## src/rtl/present_sbox_round_sequencer.sv

```systemverilog
// -----------------------------------------------------------------------------
// present_sbox_round_sequencer
//
// Purpose:
//   Walks one STATE_W-bit PRESENT state/round-key pair through an external,
//   shared CHUNK_W-bit (two-nibble) sbox + keyAdd datapath, one chunk per
//   datapath evaluation, lowest chunk first. It then returns the assembled
//   word S(state) ^ key.
//
// Optional feature (compile-time macro PRESENT_SEQ_TEMPORAL_REDUNDANCY_EN):
//   When the macro is defined, each chunk is held for two cycles. The first
//   datapath result goes into a shadow register and the second is compared
//   against it. Any mismatch raises a sticky fault. A faulty word is returned
//   as all-zero with fault=1. When the macro is undefined, fault is tied to 0.
//
// Ports:
//   clock     in   1        rising-edge clock
//   reset     in   1        asynchronous active-low reset
//   in_valid  in   1        state/key pair offered
//   in_ready  out  1        idle, able to accept (IDLE only)
//   in_state  in   STATE_W  state word
//   in_key    in   STATE_W  round-key word
//   dp_state  out  CHUNK_W  chunk to datapath io_state (0 outside RUN)
//   dp_key    out  CHUNK_W  chunk to datapath io_key   (0 outside RUN)
//   dp_out    in   CHUNK_W  datapath io_out (combinational return)
//   out_valid out  1        result word available
//   out_ready in   1        consumer accepts result
//   out_data  out  STATE_W  result word
//   fault     out  1        redundancy mismatch for this word
//   busy      out  1        not IDLE
// -----------------------------------------------------------------------------
module present_sbox_round_sequencer #(
  parameter int STATE_W = 64,
  parameter int CHUNK_W = 8
) (
  input  logic               clock,
  input  logic               reset,
  input  logic               in_valid,
  output logic               in_ready,
  input  logic [STATE_W-1:0] in_state,
  input  logic [STATE_W-1:0] in_key,
  output logic [CHUNK_W-1:0] dp_state,
  output logic [CHUNK_W-1:0] dp_key,
  input  logic [CHUNK_W-1:0] dp_out,
  output logic               out_valid,
  input  logic               out_ready,
  output logic [STATE_W-1:0] out_data,
  output logic               fault,
  output logic               busy
);

  localparam int N_CHUNKS = STATE_W / CHUNK_W;
  localparam int IDX_W    = (N_CHUNKS > 1) ? $clog2(N_CHUNKS) : 1;
  localparam int REST_W   = STATE_W - CHUNK_W;
  localparam logic [IDX_W-1:0] IDX_LAST = IDX_W'(N_CHUNKS - 1);

  typedef enum logic [1:0] {
    S_IDLE = 2'd0,
    S_RUN  = 2'd1,
    S_DONE = 2'd2
  } state_t;

  state_t             r_fsm;
  logic [IDX_W-1:0]   r_idx;
  // Chunks not yet presented to the datapath (chunk 0 goes straight to dp_*).
  logic [REST_W-1:0]  r_state;
  logic [REST_W-1:0]  r_key;
  // Results of chunks 0..idx-1, shifted in from the top so that the final
  // chunk completes the word without any variable indexing.
  logic [REST_W-1:0]  r_result;
  logic [CHUNK_W-1:0] r_dp_state;
  logic [CHUNK_W-1:0] r_dp_key;
  logic [STATE_W-1:0] r_out_data;
  logic               r_in_ready;
  logic               r_out_valid;
  logic               r_busy;
  logic               r_fault;

  logic               w_advance;   // this edge commits the current chunk
  logic               w_mismatch;  // second evaluation disagrees with shadow

`ifdef PRESENT_SEQ_TEMPORAL_REDUNDANCY_EN
  logic               r_phase;     // 0: first evaluation, 1: second
  logic [CHUNK_W-1:0] r_shadow;

  always_comb begin
    w_advance  = r_phase;
    w_mismatch = r_phase && (dp_out != r_shadow);
  end

  always_ff @(posedge clock or negedge reset) begin
    if (!reset) begin
      r_phase  <= 1'b0;
      r_shadow <= '0;
    end else if (r_fsm == S_RUN) begin
      r_phase <= ~r_phase;
      if (!r_phase) r_shadow <= dp_out;
    end else begin
      r_phase <= 1'b0;
    end
  end

  assign fault = r_fault;
`else
  always_comb begin
    w_advance  = 1'b1;
    w_mismatch = 1'b0;
  end

  assign fault = 1'b0;
`endif

  always_ff @(posedge clock or negedge reset) begin
    if (!reset) begin
      r_fsm       <= S_IDLE;
      r_idx       <= '0;
      r_state     <= '0;
      r_key       <= '0;
      r_result    <= '0;
      r_dp_state  <= '0;
      r_dp_key    <= '0;
      r_out_data  <= '0;
      r_in_ready  <= 1'b1;
      r_out_valid <= 1'b0;
      r_busy      <= 1'b0;
      r_fault     <= 1'b0;
    end else begin
      case (r_fsm)
        S_IDLE: begin
          if (in_valid) begin
            r_fsm      <= S_RUN;
            r_in_ready <= 1'b0;
            r_busy     <= 1'b1;
            r_idx      <= '0;
            r_fault    <= 1'b0;
            r_result   <= '0;
            r_dp_state <= in_state[CHUNK_W-1:0];
            r_dp_key   <= in_key[CHUNK_W-1:0];
            r_state    <= in_state[STATE_W-1:CHUNK_W];
            r_key      <= in_key[STATE_W-1:CHUNK_W];
          end
        end

        S_RUN: begin
          if (w_advance) begin
            if (w_mismatch) r_fault <= 1'b1;
            r_result <= {dp_out, r_result[REST_W-1:CHUNK_W]};
            if (r_idx == IDX_LAST) begin
              r_fsm       <= S_DONE;
              r_out_valid <= 1'b1;
              r_dp_state  <= '0;
              r_dp_key    <= '0;
              // A faulty word is never released; the fault flag is sticky
              // across chunks, so fold in the last chunk's compare here.
              r_out_data  <= (r_fault || w_mismatch) ? '0 : {dp_out, r_result};
            end else begin
              r_idx      <= r_idx + 1'b1;
              r_dp_state <= r_state[CHUNK_W-1:0];
              r_dp_key   <= r_key[CHUNK_W-1:0];
              r_state    <= r_state >> CHUNK_W;
              r_key      <= r_key >> CHUNK_W;
            end
          end
        end

        S_DONE: begin
          if (out_ready) begin
            r_fsm       <= S_IDLE;
            r_out_valid <= 1'b0;
            r_in_ready  <= 1'b1;
            r_busy      <= 1'b0;
          end
        end

        default: begin
          r_fsm       <= S_IDLE;
          r_out_valid <= 1'b0;
          r_in_ready  <= 1'b1;
          r_busy      <= 1'b0;
        end
      endcase
    end
  end

  assign in_ready  = r_in_ready;
  assign out_valid = r_out_valid;
  assign out_data  = r_out_data;
  assign busy      = r_busy;
  assign dp_state  = r_dp_state;
  assign dp_key    = r_dp_key;

endmodule

```

## config.mk

```make
export PLATFORM = sky130hd
export DESIGN_NAME = present_sbox_round_sequencer
export DESIGN_NICKNAME = d
export VERILOG_FILES = /design/src/rtl/present_sbox_round_sequencer.sv
export SDC_FILE = /design/constraint.sdc
export NUM_CORES = 1
export LEC_CHECK = 0
export CAP_MARGIN = 10
export CORE_ASPECT_RATIO = 2
export CORE_MARGIN = 10
export CORE_UTILIZATION = 55
export DETAILED_ROUTE_END_ITERATION = 10
export PLACE_DENSITY = 0.85
export SYNTH_ARGS = -nofsm -noshare
export SYNTH_HDL_FRONTEND = slang
export SYNTH_SLANG_ARGS = --single-unit
export TNS_END_PERCENT = 5
```

## constraint.sdc

```tcl
create_clock -name clock -period 2.8 [get_ports clock]
set_input_delay 0.56 -clock clock [delete_from_list [all_inputs] [get_ports clock]]
set_output_delay 0.56 -clock clock [all_outputs]
set_load 0.05 [all_outputs]
```

==> impl_metrics.yaml, run 1 <==
run_status:
  status: "finished clean"
logic_synthesis:
  ys_ff_latch: 256
  synth_fp_nets: 1100
  ys_types: 30
  ys_warn_count: 0
  synth_seq_area_share_pct: 60.3
  synthArstFlopShare_pct: 100
  synthCells: 958
  avgSynthCellArea_sq_um: 11.1
  netlist_area_sq_mm: 0.0106
  synth_ff_type: "dfrtp_1"
  synth_edf_count: 0
worst_setup_path:
  r2r-start: "r_idx[0]"
  end_kind: "output pin"
  reg2regPathDepth: 7
  cp_slowest_cell: "clkdlybuf4s50_1"
  critical_path.endpoint: "in_ready"
  r2r_slack_ns: 0.57
  max_stage_delay_ns: 0.82
  worstSetupStartpointType: "flip-flop"
  crit_family: "buffers and inverters"
  cp-startpoint: "in_ready"
  cp_max_fo: 3
  crit_cells: 1
  crit_type: "reg2out"
  crit_chain: "clkdlybuf4s50_1"
  r2r-end: "r_key[0]"
  crit_buf_inv: 1
  cp.arrival_ns: 1.91
  cp_data_required_time_ns: 2.24
clock_tree:
  cts_setup_buffers: 0
  cts.hold.buffers_added: 0
  root_buffer: "clkbuf_16"
  clockBufferDepth: 3
  clk_pin_slew_ns: 0.07
  clkSinkCount: 256
  cts_resized: 0
  tritoncts: "yes"
  htree_levels: 1
  clkLatencyLatePin_ns: 0.52
  cts_buffers: 22
layout:
  final_common_cell: "dfrtp_1"
  final_cell_mix: "dfrtp_1, clkdlybuf4s50_1, nand2_1, nor3_1, a31oi_1"
  areaGrowthSynthToFinish_pct: 29.6
  drive_gt1_share_pct: 11.9
  fin_nets: 1282
global_routing:
  gr-total-overflow: 0
  antenna_found_initial: 3
  grt_pass1_wl_mm: 47.0
  grt_use_total_pct: 22.5
  grt_pass1_vias: 8585
  grt_max_degree: 154
power_and_ir_drop:
  ir_drop_v: 0.000732
  cellLeakagePower_nw: 6.04
  p_int_mw: 10.2
  pwr-share-clk_pct: 17.2
  combPwrFrac_pct: 46.2
  p_sw_share_pct: 42.6
  power_switching_mw: 7.56
  power_density_mw_per_mm2: 1290
  power_frac_seq_pct: 36.5
placed_design:
  gp_congestion: 0.824
  port_buffers: 222
  place.detailed.hpwl_mm: 20.0
timing:
  worstMarginPinSlew_ns: 0.704
  fin_crit_sh_pct: 88.2
  maxSlewViolCount: 0
  hold_viol_final: 0
  rsz0062_at_grt: "no"
  clock.fmax_mhz: 405
  fin_setup_tns_ns: 0
  setup_viol: 0
  holdWs_ns: 0.0451
  relSlewSlack_pct: 53.0
  fin_skew_ns: 0.0160
  period_needed_ns: 2.47
die:
  die_area_sq_mm: 0.0256
  die_w_microns: 118
  num_rows: 71
  start_util_pct: 56.1
  fp.coreArea_sq_mm: 0.0189
  die_h_microns: 217
  ios: 224
detailed_routing:
  wl_met2_mm: 15.9
  wl_met3_mm: 1.74
  viasPerCell: 5.80
  routedWlPerCell_microns: 20.6
  routed_wl_mm: 29.2
  wl_met1_mm: 10.1
  vias: 8197
  drt_iter0_markers: 653
  drcViolationCount: 0
  dr.pass1.iters: 5
  top_layer_used: "met4"
  antenna_left: 0
flow_run:
  drv_cap: 0
min_path:
  holdCritPathClass: "in2async"
[power groups by stage]
stage	Sequential (mW)	Combinational, mW	Clock [mW]
floorplan	7.97	4.14	0
global placement	6.42	7.99	0
detailed placement	6.54	8.25	0
CTS	6.49	8.29	3.12
global route	6.68	8.90	3.26
finish	6.49	8.22	3.06
[kinds of logic (layout without fill, tap and decap cells)]
logic type | after synthesis | in the layout | synth area share, %
buf+inv | 92 | 290 | 4.58
simple gates | 333 | 333 | 14.2
flops | 256 | 256 | 60.3
compound gates | 208 | 208 | 13.6
mux | 66 | 66 | 6.98
fa+ha+maj | 2 | 2 | 0.236
other cells | 1 | 4 | 0.0353
[cells in the mapped netlist (3+ instances only)]
library cell / number / area (sq um)
a21oi_1: 18 / 90.1
a22o_1: 73 / 639
a31oi_1: 96 / 601
buf_2: 38 / 190
buf_4: 7 / 52.6
buf_6: 9 / 101
clkbuf_1: 32 / 120
dfrtp_1: 255 / 6380
inv_1: 3 / 11.3
mux2_2: 65 / 732
nand2_1: 212 / 796
nor2_1: 3 / 11.3
nor3_1: 96 / 480
nor4bb_1: 16 / 160
o21ai_0: 17 / 85.1
[flip-flops by register name (all words and copies together) (netlist names)]
signal     cells
out_data      64
r_key         56
r_result      56
r_state       56
dp_key         8
dp_state       8
r_idx          3
r_fsm          2
busy           1
in_ready       1
out_valid      1
[final cells by class]
class	instances	area [sq um]
Clock buffer	27	609
Timing Repair Buffer	246	2530
Clock inverter	13	123
Fill cell	1364	5150
Multi-Input combinational cell	610	3760
Sequential cell	256	6410
Antenna cell	3	7.51
Tap cell	255	319
Inverter	4	15.0
[worst min path at each step]
stage                 from           to  slack [ns]
2_1_floorplan        reset         busy        0.26
3_3_place_gp   dp_state[2]  dp_state[2]        0.46
3_5_place_dp     dp_key[3]    dp_key[3]        0.47
4_1_cts              reset  r_state[33]        0.07
5_1_grt              reset  r_state[33]        0.09
6_report             reset  r_state[33]        0.05
[layer usage]
| layer | up-vias | global-route usage (%) |
|---|---|---|
| li1 | 3779 | - |
| met1 | 4061 | 24.4 |
| met2 | 287 | 40.3 |
| met3 | 70 | 4.82 |
| met4 | 0 | 11.6 |
| met5 | - | 0 |
[metrics by stage]
stage	util, %	power (mW)	cells	setup WS [ns]	instance area (sq um)
floorplan	-	12.1	958	0.942	10600
global placement	68.9	14.4	1371	0.382	13000
detailed placement	68.9	14.8	1371	0.336	13000
CTS	72.8	17.9	1411	0.306	13800
global route	72.8	18.8	1414	0.292	13800
finish	72.8	17.8	1414	0.330	13800
(Power assumes the default switching activity.)
==> run 2, diff against run 1 <==
Settings changed: PLACE_DENSITY 0.85 to not set, PLACE_DENSITY_LB_ADDON set to 0.2.
==> run 2 against run 1 <==
Combinational power decreased by 0.6%. Design area up 0.32%. Worst setup slack worse by 0.019 ns. Total power increased by 0.79%. Sequential cell count did not move. Routed wire length fell by 4.7%. Global-route usage is 1.2 points lower. Via count is 2.8% lower.
==> impl_metrics.yaml, run 2 (synthesis results as in run 1) <==
worst_setup_path:
  worstSetupStartpointType: "flip-flop"
  cp_data_required_time_ns: 2.24
  cp.arrival_ns: 1.93
  max_stage_delay_ns: 0.87
  crit_chain: "clkdlybuf4s50_1"
  cp_slowest_cell: "clkdlybuf4s50_1"
  crit_family: "buffers and inverters"
  crit_type: "reg2out"
  end_kind: "output pin"
  crit_buf_inv: 1
  cp_max_fo: 3
clock_tree:
  htree_levels: 1
  tritoncts: "yes"
  clkLatencyLatePin_ns: 0.51
  clkSinkCount: 256
  root_buffer: "clkbuf_16"
  cts_buffers: 22
  cts.hold.buffers_added: 0
  cts_setup_buffers: 0
  clk_pin_slew_ns: 0.07
  cts_resized: 0
  clockBufferDepth: 3
detailed_routing:
  antenna_left: 0
  vias: 7971
  routed_wl_mm: 27.8
  drcViolationCount: 0
  drt_iter0_markers: 548
  dr.pass1.iters: 4
  routedWlPerCell_microns: 19.7
  viasPerCell: 5.65
layout:
  multiInputGateArea_sq_mm: 0.00376
  n_fill_cell: 1386
  final_common_cell: "dfrtp_1"
  seqCellArea_sq_mm: 0.00641
  largest_reg_flops: 64
  fin_nets: 1280
  areaGrowthSynthToFinish_pct: 30.1
  drive_gt1_share_pct: 11.7
  final_cells: 1411
  final_cell_mix: "dfrtp_1, clkdlybuf4s50_1, nand2_1, nor3_1, a31oi_1"
timing:
  worstMarginPinSlew_ns: 0.735
  clock.fmax_mhz: 402
  worst_slack_ns: 0.311
  maxSlewViolCount: 0
  rsz0062_at_grt: "no"
  period_needed_ns: 2.49
  fin_setup_tns_ns: 0
  hold_viol_final: 0
  fin_crit_sh_pct: 88.9
  fin_skew_ns: 0.00872
  setup_viol: 0
  relSlewSlack_pct: 51.0
placed_design:
  dp_cells: 1369
  port_buffers: 222
  place_ws_ns: 0.429
  gp_congestion: 0.803
  place.detailed.hpwl_mm: 19.0
power_and_ir_drop:
  ir_drop_v: 0.000732
  power_mw: 17.9
  cellLeakagePower_nw: 6.06
  power_density_mw_per_mm2: 1300
global_routing:
  antenna_found_initial: 2
  grt_pass1_vias: 8297
  grt_pass1_wl_mm: 45.0
  grt_use_total_pct: 21.3
  gr-total-overflow: 0
  grt_max_degree: 154
die:
  start_util_pct: 56.1
  num_rows: 71
  die_h_microns: 217
  fp.coreArea_sq_mm: 0.0189
  ios: 224
  die_w_microns: 118
  die_area_sq_mm: 0.0256
flow_run:
  drv_cap: 0
run_status:
  status: "finished clean"
min_path:
  holdCritPathClass: "in2async"
run 2: path summary, 6_finish.rpt:
check                       startpoint           end  slack, ns  depth (start not counted)
setup / recovery              in_ready      in_ready       0.31                          1
hold / removal                   reset  out_data[35]       0.02                          1
setup reg to reg              r_idx[0]   r_state[25]       0.73                          6
hold reg to reg            dp_state[6]   dp_state[6]       0.49                          2
max in group asynchronous        reset      r_key[7]       2.03                          2
min in group clock         dp_state[6]   dp_state[6]       0.49                          2
run 2: cell type report:
class | count | share of cell area (%)
diodes | 2 | 0.0362
clock buffers | 28 | 4.52
clock inverters | 12 | 1.12
inverters | 4 | 0.118
multi-input cells | 610 | 27.2
flip-flops and latches | 256 | 46.4
well taps | 255 | 2.31
repair buffers | 244 | 18.3
run 2: stage by stage:
step	hold slack (ns)	area (sq um)	utilization [%]
2_1_floorplan	0.264	10600	-
3_3_place_gp	0.462	13000	68.9
3_5_place_dp	0.471	13000	68.9
4_1_cts	0.0395	13800	73.0
5_1_grt	0.0601	13800	73.0
6_report	0.0211	13800	73.0
run 2: metal layers:
layer	GRT usage (%)	vias up	wire length (microns)
met5	0	-	0
met1	24.4	3941	10500
met4	7.29	0	790
met3	3.98	43	1430
li1	-	3773	-
met2	38.6	214	15100
run 2: power by group:
part | switching (mW) | internal [mW]
Sequential | 1.06 | 5.41
Combinational | 5.01 | 3.17
Clock | 1.40 | 1.88
Total | 7.46 | 10.4
run 2: worst register-to-register path, delay by kind of cell (launching register included):
kind | cells | cell delay (ns)
compound gates | 1 | 0.18
fa+ha+maj | 2 | 0.40
buf+inv | 1 | 0.43
flops | 1 | 0.39
simple gates | 2 | 0.61
